**src/rtl/router_switch_ctrl.sv**
```systemverilog
// Switch-allocation controller for the 5-port XY mesh router: round-robin header arbitration,
// XY route computation, output allocation/release. Optional per-output grant counters via ROUTER_GRANT_CNT_EN.
module router_switch_ctrl #(
    parameter int unsigned NPORT      = 5,
    parameter int unsigned FLIT_WIDTH = 16,
    parameter logic [7:0]  ADDRESS    = 8'h00
) (
    input  logic                        clock,
    input  logic                        reset,
    input  logic [NPORT-1:0]            h,
    input  logic [NPORT*FLIT_WIDTH-1:0] header,
    input  logic [NPORT-1:0]            sender,
    output logic [NPORT-1:0]            ack_h,
    output logic [NPORT*3-1:0]          mux_in,
    output logic [NPORT*3-1:0]          mux_out,
    output logic [NPORT-1:0]            free
`ifdef ROUTER_GRANT_CNT_EN
    ,
    output logic [NPORT*16-1:0]         grant_cnt
`endif
);

    localparam int unsigned PW = 3;
    localparam int unsigned CW = 16;

    localparam logic [PW-1:0] P_EAST  = PW'(0);
    localparam logic [PW-1:0] P_WEST  = PW'(1);
    localparam logic [PW-1:0] P_NORTH = PW'(2);
    localparam logic [PW-1:0] P_SOUTH = PW'(3);
    localparam logic [PW-1:0] P_LOCAL = PW'(4);

    localparam logic [3:0] LX = ADDRESS[7:4];
    localparam logic [3:0] LY = ADDRESS[3:0];

    typedef enum logic [1:0] {S_IDLE, S_ARB, S_ROUTE, S_GRANT} state_t;

    state_t               state_q, state_d;
    logic [PW-1:0]        ptr_q, ptr_d;
    logic [PW-1:0]        sel_q, sel_d;
    logic [PW-1:0]        dir_q, dir_d;
    logic [7:0]           hdr_q, hdr_d;
    logic [NPORT-1:0]     ack_q, ack_d;
    logic [NPORT-1:0]     free_q, free_d;
    logic [NPORT*PW-1:0]  mux_in_q, mux_in_d;
    logic [NPORT*PW-1:0]  mux_out_q, mux_out_d;
    logic [NPORT-1:0]     sender_q;
`ifdef ROUTER_GRANT_CNT_EN
    logic [NPORT*CW-1:0]  cnt_q, cnt_d;
`endif

    logic [NPORT-1:0]     elig;
    logic                 arb_found;
    logic [PW-1:0]        arb_sel;
    logic [PW-1:0]        arb_idx;
    logic [PW-1:0]        route_dir;
    logic [7:0]           dest [NPORT];
    logic                 unused_hdr;

    assign elig       = h & ~sender;
    assign unused_hdr = ^header;

    for (genvar g = 0; g < NPORT; g++) begin : g_dest
        assign dest[g] = header[g*FLIT_WIDTH +: 8];
    end

    // Round-robin: first eligible input after the pointer, wrapping modulo NPORT
    always_comb begin
        arb_found = 1'b0;
        arb_sel   = ptr_q;
        arb_idx   = '0;
        for (int unsigned k = 1; k <= NPORT; k++) begin
            arb_idx = PW'((32'(ptr_q) + k) % NPORT);
            if (!arb_found && elig[arb_idx]) begin
                arb_found = 1'b1;
                arb_sel   = arb_idx;
            end
        end
    end

    // XY dimension-order routing on the latched destination
    always_comb begin
        route_dir = P_LOCAL;
        if (hdr_q[7:4] > LX)      route_dir = P_EAST;
        else if (hdr_q[7:4] < LX) route_dir = P_WEST;
        else if (hdr_q[3:0] > LY) route_dir = P_NORTH;
        else if (hdr_q[3:0] < LY) route_dir = P_SOUTH;
    end

    always_comb begin
        state_d   = state_q;
        ptr_d     = ptr_q;
        sel_d     = sel_q;
        dir_d     = dir_q;
        hdr_d     = hdr_q;
        ack_d     = '0;
        free_d    = free_q;
        mux_in_d  = mux_in_q;
        mux_out_d = mux_out_q;
`ifdef ROUTER_GRANT_CNT_EN
        cnt_d     = cnt_q;
`endif

        // Tail sent: release whatever output this input was last connected to
        for (int unsigned i = 0; i < NPORT; i++) begin
            if (sender_q[i] && !sender[i]) begin
                free_d[mux_out_q[i*PW +: PW]] = 1'b1;
            end
        end

        case (state_q)
            S_IDLE: begin
                if (|elig) state_d = S_ARB;
            end
            S_ARB: begin
                if (arb_found) begin
                    sel_d   = arb_sel;
                    hdr_d   = dest[arb_sel];
                    state_d = S_ROUTE;
                end else begin
                    state_d = S_IDLE;
                end
            end
            S_ROUTE: begin
                dir_d   = route_dir;
                state_d = S_GRANT;
            end
            S_GRANT: begin
                if (free_q[dir_q]) begin
                    free_d[dir_q]                     = 1'b0;
                    mux_in_d[32'(dir_q)*PW +: PW]     = sel_q;
                    mux_out_d[32'(sel_q)*PW +: PW]    = dir_q;
                    ack_d[sel_q]                      = 1'b1;
`ifdef ROUTER_GRANT_CNT_EN
                    cnt_d[32'(dir_q)*CW +: CW] = cnt_q[32'(dir_q)*CW +: CW] + CW'(1);
`endif
                end
                ptr_d   = sel_q;
                state_d = S_IDLE;
            end
            default: state_d = S_IDLE;
        endcase
    end

    always_ff @(posedge clock) begin
        if (reset) begin
            state_q   <= S_IDLE;
            ptr_q     <= P_LOCAL;
            sel_q     <= '0;
            dir_q     <= '0;
            hdr_q     <= '0;
            ack_q     <= '0;
            free_q    <= '1;
            mux_in_q  <= '0;
            mux_out_q <= '0;
            sender_q  <= '0;
`ifdef ROUTER_GRANT_CNT_EN
            cnt_q     <= '0;
`endif
        end else begin
            state_q   <= state_d;
            ptr_q     <= ptr_d;
            sel_q     <= sel_d;
            dir_q     <= dir_d;
            hdr_q     <= hdr_d;
            ack_q     <= ack_d;
            free_q    <= free_d;
            mux_in_q  <= mux_in_d;
            mux_out_q <= mux_out_d;
            sender_q  <= sender;
`ifdef ROUTER_GRANT_CNT_EN
            cnt_q     <= cnt_d;
`endif
        end
    end

    assign ack_h   = ack_q;
    assign free    = free_q;
    assign mux_in  = mux_in_q;
    assign mux_out = mux_out_q;
`ifdef ROUTER_GRANT_CNT_EN
    assign grant_cnt = cnt_q;
`endif

endmodule
```
**config.mk**
```make
export PLATFORM = sky130hd
export DESIGN_NAME = router_switch_ctrl
export DESIGN_NICKNAME = d
export VERILOG_FILES = /design/src/rtl/router_switch_ctrl.sv
export SDC_FILE = /design/constraint.sdc
export NUM_CORES = 1
export LEC_CHECK = 0
export CAP_MARGIN = 20
export CELL_PAD_IN_SITES_DETAIL_PLACEMENT = 1
export CELL_PAD_IN_SITES_GLOBAL_PLACEMENT = 2
export CORE_MARGIN = 3
export CORE_UTILIZATION = 29
export DETAILED_ROUTE_END_ITERATION = 7
export GPL_TIMING_DRIVEN = 0
export PLACE_DENSITY = 0.92
export SETUP_SLACK_MARGIN = 0.02
export SKIP_CTS_REPAIR_TIMING = 1
export SLEW_MARGIN = 15
export SYNTH_ARGS = -nofsm -noshare
export SYNTH_HDL_FRONTEND = slang
export SYNTH_SLANG_ARGS = --single-unit
export TNS_END_PERCENT = 100
```
**constraint.sdc**
```tcl
create_clock -name clock -period 6.6 [get_ports clock]
set_clock_uncertainty 0.2 [all_clocks]
set_input_delay 0.66 -clock clock [delete_from_list [all_inputs] [get_ports clock]]
set_output_delay 0.66 -clock clock [all_outputs]
set_load 0.005 [all_outputs]
```
======== Word level (Yosys, flattened, before mapping) ========
Index checks and enable logic that the tools add are counted.
storage, ports and cells
  register bits ........................... 64
  input bits .............................. 92
  output and inout bits ................... 40
  word-level logic and storage cells ...... 153
cells by class
  $add $sub $neg .......................... 7
  $mul .................................... 2
  div/mod/pow operators ................... 5
  $lt $le $gt $ge ......................... 24
  equality and inequality tests ........... 4
  shift-type cells ........................ 4
  muxes and demuxes ....................... 55
  bitwise operators ....................... 12
  reductions and logical operators ........ 30
operators with widths
  kind                     number
  $mod 32x3->32 const B    5
  $neg 5->34               2
  $shift 3x34->15 const A  2
  $shiftx 3x34->15         2
  $lt 3x4->1 const B       12
  $mux 5                   7
  $bwmux 15                2
  $mux 3                   9
  $or 5x5->5               5
  $bmux 8 s3               1
  $demux 1 s3              7
  $ge 3x1->1 const B       7
  $bmux 1 s3               6
  $mux 1                   18
  $logic_and 1x1->1        16
  $mux 8                   2
  $and 5x5->5              2
  $mul 3x2->5 const B      2
  $not 5->5                2
  $logic_not 1->1          9
  $add 3x2->4 const B      2
  $add 3x3->4 const B      2
  $gt 4x1->1 const B       2
  $lt 4x1->1 const B       2
  other kinds (13)         17

======== Logic depth before layout (Yosys ltp) ========
  word-level depth ........................ 21
  mapped depth ............................ 22
  depth with buffers taken out ............ 19

======== Least setup slack after synthesis ========
No wires, ideal clock.
  path type ............................... register to register
  start point ............................. reg ptr_q[0]
  end point ............................... reg hdr_q[6]
  arrival ................................. 4.714 ns
  data required time ...................... 6.268 ns
  setup slack ............................. 1.554 ns
  cell stages (with the launch flop) ...... 21
  buffers on the path ..................... 2
  period minus slack after synthesis ...... 5.046 ns
  cell sequence ........................... dfxtp_1 > buf_4 > buf_6 > inv_2 > ha_1 > ha_1 > nor2_1 > a31oi_1 > and2_1 > ha_1 > and2b_1 > a21oi_1 > o2bb2ai_1 > mux2i_1 > nor3_2 > a2111oi_4 > a32oi_2 > o21ai_0 > mux2_2 > a2111oi_2 > nor4b_2
on the way
  longest elaborated chain between the ends .. 21
  elaborated cells between the ends (all ways) .. 43
  those cells by class .................... add/sub (5); div (5); mux (23); bitwise (1); reduce/logical (9)
ends and longest elaborated chain
  item                                        line  RTL
  from (decl)                                 38    logic [PW-1:0] ptr_q, ptr_d;
  from (signal assigned)                      161   ptr_q <= ptr_d;
  $add 3x1->4                                 72    arb_idx = PW'((32'(ptr_q) + k) % NPORT);
  $mod 32x3->32                               72
  $bmux 1 s3                                  73    if (!arb_found && elig[arb_idx]) begin
  $mux 1 (not written as such)                73
  $mux 1                                      73
  $logic_not 1->1                             73
  $logic_and 1x1->1                           73
  $mux 1                                      73
  (+4 left out)                               -
  $logic_and 1x1->1                           73
  $mux 1                                      73
  $logic_not 1->1                             73
  $logic_and 1x1->1                           73
  $mux 3                                      73
  $not 3->4 (not written as such)             117   hdr_d = dest[arb_sel];
  $bmux 8 s3                                  117
  $mux 8 (not written as such) (2 in series)  117
  to (signal assigned)                        164   hdr_q <= hdr_d;
  to (decl)                                   41    logic [7:0] hdr_q, hdr_d;
Parallel ways exist; a longest one is shown, timed or not. The select of a mux whose other input is x is not followed.
A chain may end at the register's enable or synchronous reset.

======== Worst setup path in the final report ========
  start point ............................. reg ptr_q[2]
  end point ............................... reg hdr_q[5]
Same word-level chain as after synthesis.

==> impl_metrics.toml <==
[layout]
mostFrequentLayoutCell = "sky130_fd_sc_hd__clkdlybuf4s50_1"
final_cell_area_sq_mm = 0.006359
highest_count_cells_in_the_layout_ignoring_fill_and_taps = "sky130_fd_sc_hd__clkdlybuf4s50_1 (79), sky130_fd_sc_hd__nand2_1 (51), sky130_fd_sc_hd__dfxtp_1 (50)"
fillCellCount = 2023
fin_cells = 938
num-nets-final = 842
antennaDiodeCount = 0
area_delta_synth_final_pct = 24.80
drive_above_1_share_pct = 13.51

[clocking]
cts_root_buffer = "sky130_fd_sc_hd__clkbuf_16"
path_clk_slew_ps = 70
tritoncts = "built"
htree_levels = 2
cts.sinks = 52
clk_path_buf_depth = 2
cts_inserted_buffers = 5
worst_skew_pair.late_latency_ps = 290

[routing]
number_of_violations_reported_at_the_end_of_detailed_routing_iteration_0 = 275
final_antenna_net_count = 0
finalWirelength_mm = 16.43
first_pass_detailed_route_iteration_total = 5
vias_per_cell = 5.368
wl_per_cell_um = 17.51
route.detailed.drc = 0
vias = 5035

[flow_run]
cap_violations = 0

[timing]
relSlewSlack_pct = 50.42
setup_violators_final = 0
grt_setup_unrepaired = "false"
final_min_period_over_clock_period_pct = 90.42
worstMarginPinSlew_ps = 737.6
period_minus_slack_ps = 5968
finalHoldViolations = 0
finalMaxSlewViolations = 0
achievable-frequency_ghz = 0.1676
setup_total_negative_slack_ps = 0

[global_routing]
antenna_found_initial = 0
grt_start_max_net_pins = 17
first_global_vias = 5126
grt-ovfl-total = 0
grt_util_all_layers_pct = 16.35
grt_pass1_wl_mm = 26.41

[worst_setup_path]
crit_path_start_kind = "flop"
critical_path_buf_inv_count = 3
setup.worst_path.end_class = "flop"
setup.worst_path.class = "flop to flop"
worstPathMaxFanout = 10
crit_required_ps = 6580
timing.critical_path.slowest_stage_cell = "sky130_fd_sc_hd__dfxtp_1"
critical-path-max-stage-delay_ps = 670
arrival_ps = 5950
path_cells = "inv_1, ha_1, clkbuf_1, o21ai_0, nand2_1, xnor2_1, ha_1, nand2b_1, o211a_1, nor3_2, nor2_1, o31ai_1, a2111oi_4, nand3b_1, o211a_1, buf_6, nor3_4, mux2i_1, o211ai_2"
cp_top_family = "compound AO/OA/AOI/OAI gates"

[synthesis]
synth.avg_cell_area_sq_um = 8.204
synth_warnings = 0
share_of_synthesized_flip_flops_with_an_asynchronous_set_or_reset_pct = 0
ys_dominant_reg_cell = "sky130_fd_sc_hd__dfxtp_1"
synth_enable_flop_cells = 0
syn_inst = 621
synth.ff_latch_count = 52
netlist_area_sq_mm = 0.005095
ys_seq_area_share_pct = 20.43
synth_cell_types = 96

[floorplan]
die_height_um = 138.5
dieArea_sq_mm = 0.01919
rows = 47
core_area_sq_mm = 0.01688
die_w_um = 138.5
num_io_pins = 132
starting_density_of_the_core_pct = 30.19

[pwr]
switching_share_pct = 34.88
power.sequential.fraction_pct = 35.7
power_switching_uw = 339.5
vdd_drop_max_uv = 106.9
power_density_mw_per_mm2 = 153.1
power.leakage_uw = 0.002381
cellInternalPower_uw = 633.7
power.share.combinational_pct = 37.4
power.clock.fraction_pct = 26.9

[placement]
port_buffers = 79
dp_hpwl_mm = 12.92
numPlacedInstances = 930
place.gp.congestion = 0.8310
placed_cell_area_sq_mm = 0.006198

[outcome]
outcome = "completed"

[hold_path]
timing.hold.worst.class = "flop to flop"
layer usage:
layer / track usage, % / routed length [um] / vias up
met1: 22.17 / 8008 / 2440
met5: 0 / 0 / -
met4: 1.976 / 66 / 0
met3: 3.172 / 695 / 6
li1: - / - / 2497
met2: 27.83 / 7656 / 92
power by group through the flow:
stage	sequential, uW	clock [uW]	combinational [uW]
2_1_floorplan	349	0	260
3_5_place_dp	354	0	361
5_1_grt	350	278	400
6_report	347	262	364
3_3_place_gp	354	0	354
4_1_cts	347	266	363
cell usage after synthesis (8+ instances only):
library cell               count  area share, %
sky130_fd_sc_hd__dfxtp_1      52             20
sky130_fd_sc_hd__nand2_1      51            3.8
sky130_fd_sc_hd__nor2_1       43            3.2
sky130_fd_sc_hd__a21oi_1      38            3.7
sky130_fd_sc_hd__ha_1         33            8.1
sky130_fd_sc_hd__inv_1        24            1.8
sky130_fd_sc_hd__mux2i_1      23            4.5
sky130_fd_sc_hd__nand3_1      20            2.0
sky130_fd_sc_hd__nor3_1       18            1.8
sky130_fd_sc_hd__o21ai_0      16            1.6
sky130_fd_sc_hd__clkbuf_1     14            1.0
sky130_fd_sc_hd__nand4_1      14            1.7
sky130_fd_sc_hd__nor2b_1      14            1.7
sky130_fd_sc_hd__buf_4        13            1.9
sky130_fd_sc_hd__o31ai_1      13            1.9
sky130_fd_sc_hd__a22oi_1      12            1.8
sky130_fd_sc_hd__nand2b_1     10            1.2
sky130_fd_sc_hd__o211ai_1     10            1.5
sky130_fd_sc_hd__a211oi_1      9            1.3
sky130_fd_sc_hd__nor3b_1       9            1.3
sky130_fd_sc_hd__a21o_1        8            1.2
sky130_fd_sc_hd__nor4_1        8           0.98
registers in the layout, indices dropped and copies added, names as in the netlist:
name / flops
sel_q: 3
dir_q: 2
hdr_q: 8
mux_in: 9
state_q: 2
ptr_q: 3
mux_out: 10
free: 5
ack_h: 5
sender_q: 5
worst reg2reg max path, stage by stage (launching register included):
cell and delay (ps):
sky130_fd_sc_hd__dfxtp_1 670, sky130_fd_sc_hd__inv_1 320, sky130_fd_sc_hd__ha_1 370, sky130_fd_sc_hd__clkbuf_1 220, sky130_fd_sc_hd__o21ai_0 350, sky130_fd_sc_hd__nand2_1 120
sky130_fd_sc_hd__xnor2_1 340, sky130_fd_sc_hd__ha_1 350, sky130_fd_sc_hd__nand2b_1 100, sky130_fd_sc_hd__o211a_1 180, sky130_fd_sc_hd__nor3_2 180, sky130_fd_sc_hd__nor2_1 90
sky130_fd_sc_hd__o31ai_1 610, sky130_fd_sc_hd__a2111oi_4 220, sky130_fd_sc_hd__nand3b_1 310, sky130_fd_sc_hd__o211a_1 200, sky130_fd_sc_hd__buf_6 140, sky130_fd_sc_hd__nor3_4 470
sky130_fd_sc_hd__mux2i_1 320, sky130_fd_sc_hd__o211ai_2 90
area by class of cell:
type	count	area [sq um]	share of cell area, %
Buffer	38	267.8	4.211
Timing Repair Buffer	79	790.8	12.44
Multi-Input combinational cell	513	3724	58.56
Clock buffer	6	128.9	2.027
Inverter	28	112.6	1.771
Clock inverter	2	16.27	0.2558
Sequential cell	52	1044	16.41
Tap cell	220	275.3	4.329
final timing paths:
path	cells past startpoint	slack (ps)	end	from
max	19	630	hdr_q[5]	ptr_q[2]
min	1	240	free[3]	free[3]
max reg2reg	19	630	hdr_q[5]	ptr_q[2]
min reg2reg	1	240	free[3]	free[3]
per-stage QoR:
step | setup slack [ps] | hold WS (ps) | util [%] | power [uW]
final | 632.3 | 244.2 | 37.68 | 973.2
after global routing | 184.6 | 271.4 | 37.68 | 1027
after floorplan | 1554 | 242.9 | - | 609.5
after CTS | 164.2 | 253.6 | 37.59 | 976.2
after detailed placement | 214.1 | 236.9 | 36.73 | 714.7
after global placement | 247.0 | 230.0 | 36.73 | 707.8
cell families (layout without fill, tap and decap cells):
| kind of cell | after synthesis | in the layout | share of synthesized area [%] |
|---|---|---|---|
| AO/OA/AOI/OAI | 184 | 184 | 27.95 |
| multiplexers | 28 | 28 | 6.066 |
| adder cells (fa/ha/maj) | 33 | 33 | 8.104 |
| XOR/XNOR | 10 | 10 | 2.751 |
| buffers and inverters | 66 | 153 | 7.318 |
| flip-flops | 52 | 52 | 20.43 |
| AND/OR/NAND/NOR | 247 | 247 | 27.31 |
| other | 1 | 11 | 0.07360 |
Power figures use the tool's default switching activity.
==> RTL edit: new RTL, same settings <==
Change the parameter `NPORT` from 5 to 6.
--- a/src/rtl/router_switch_ctrl.sv
+++ b/src/rtl/router_switch_ctrl.sv
@@ -1,7 +1,7 @@
 // Switch-allocation controller for the 5-port XY mesh router: round-robin header arbitration,
 // XY route computation, output allocation/release. Optional per-output grant counters via ROUTER_GRANT_CNT_EN.
 module router_switch_ctrl #(
-    parameter int unsigned NPORT      = 5,
+    parameter int unsigned NPORT      = 6,
     parameter int unsigned FLIT_WIDTH = 16,
     parameter logic [7:0]  ADDRESS    = 8'h00
 ) (
Interface: changed (7 resized); port bits go from 132 to 158. No check against the original RTL was run, so the function may have changed too.
==> RTL edit against the unedited design <==
Clock power up 66%. Total power up 15%. Routed wire length down 12%. Design area down 10%. Sequential power up 7.8%. Count of clock-buffer cells in the layout up 6. Sequential cell count up 5. Fmax up 24%. Non-clock buffer count up 15. Setup slack better by 1.2 ns. Synthesized area down 17%. Critical path type unchanged. Critical endpoint is now hdr_q[1]. Largest power group is now the clock network.
==> RTL edit: results <==
{
  "status": "finished, final reports clean",
  "cts-buffers-inserted": 9,
  "ys_seq_area_share_pct": 27.0,
  "totalWireLength_mm": 14.4,
  "fin_nets": 755,
  "numPortBuffers": 93,
  "synth.area.top_cells": "dfxtp_1, mux2i_1, ha_1",
  "grt_pass1_vias": 4785,
  "period_needed_ns": 4.80,
  "hpwl_mm": 11.5,
  "drive_above_1_share_pct": 10.9,
  "highest_layer": "met4",
  "gp_congestion": 0.901,
  "met1_length_mm": 6.07,
  "clkLatencyLatePin_ns": 0.32,
  "startpoint": "ptr_q[1]",
  "crit-reg2reg-launch": "ptr_q[1]",
  "wl_met3_um": 606,
  "critPathSlowestCell": "dfxtp_1",
  "p_leak_nw": 2.20,
  "groute.usage.overall_pct": 17.8,
  "critPathArrivalTime_ns": 4.81,
  "switching_power_w": 0.000342,
  "largest_reg_flops": 12,
  "htreeDepth": 3,
  "maxSlewHeadroom_pct": 51.6,
  "post_dp_cell_area_sq_mm": 0.00544,
  "hold_path_startpoint": "free[5]",
  "grt_pass1_wl_mm": 23.7,
  "drt-initial-drc-count": 160,
  "wl_met2_mm": 7.50,
  "dr.pass1.iters": 4,
  "cp_max_fo": 10,
  "ys_warn_count": 0,
  "synthArstFlopShare_pct": 0,
  "ys_types": 83,
  "path_clk_slew_ns": 0.05,
  "grt_start_max_net_pins": 11,
  "yosys-top-cells-count": "dfxtp_1, nand2_1, nor2_1, a21oi_1, mux2i_1",
  "slowest_delay_ns": 0.52,
  "route.vias.total": 4343,
  "peakVddDrop_v": 0.000122
}
[RTL edit: metrics by stage]
step / instances / setup slack [ns]
final: 813 / 1.80
after global routing: 813 / 1.26
after CTS: 813 / 1.76
after detailed placement: 797 / 1.77
after global placement: 797 / 1.94
after floorplan: 524 / 2.55
[RTL edit: power by group through the flow]
stage / logic, W / registers (W) / clock network, W
6_report: 0.000308 / 0.000374 / 0.000434
5_1_grt: 0.000340 / 0.000376 / 0.000460
4_1_cts: 0.000308 / 0.000373 / 0.000441
3_5_place_dp: 0.000304 / 0.000381 / 0
3_3_place_gp: 0.000294 / 0.000379 / 0
2_1_floorplan: 0.000205 / 0.000376 / 0
[RTL edit: kinds of logic (layout without fill, tap and decap cells)]
kind of cell    count (synthesis)  after routing  synth area share (%)
compound gates                118            118                  21.0
xor+xnor                        5              5                  1.04
fa+ha+maj                      17             17                  5.03
buf+inv                        59            168                  7.33
flops                          57             57                  27.0
mux                            41             41                  11.1
other cells                     1             15                0.0886
simple gates                  212            212                  27.5
[RTL edit: final timing paths]
path,slack [ns],cells past startpoint,to
worst max-delay path,1.80,15,hdr_q[1]
worst min-delay path,0.25,1,free[5]
worst max register to register,1.80,15,hdr_q[1]
worst min register to register,0.25,1,free[5]
[RTL edit: routing by layer]
| layer | up-vias | track usage, % |
|---|---|---|
| met2 | 104 | 33.5 |
| met4 | 0 | 4.54 |
| li1 | 2098 | - |
| met3 | 22 | 3.33 |
| met5 | - | 0 |
| met1 | 2119 | 20.5 |
[RTL edit: area by class of cell]
type / count / area [sq um]
tap: 180 / 225
timing repair buffer: 93 / 931
clock buffer: 12 / 256
clock inverter: 4 / 27.5
multi-input combinational: 408 / 2830
sequential: 57 / 1140
buffer: 39 / 235
inverter: 20 / 75.1
fill: 1699 / 8370
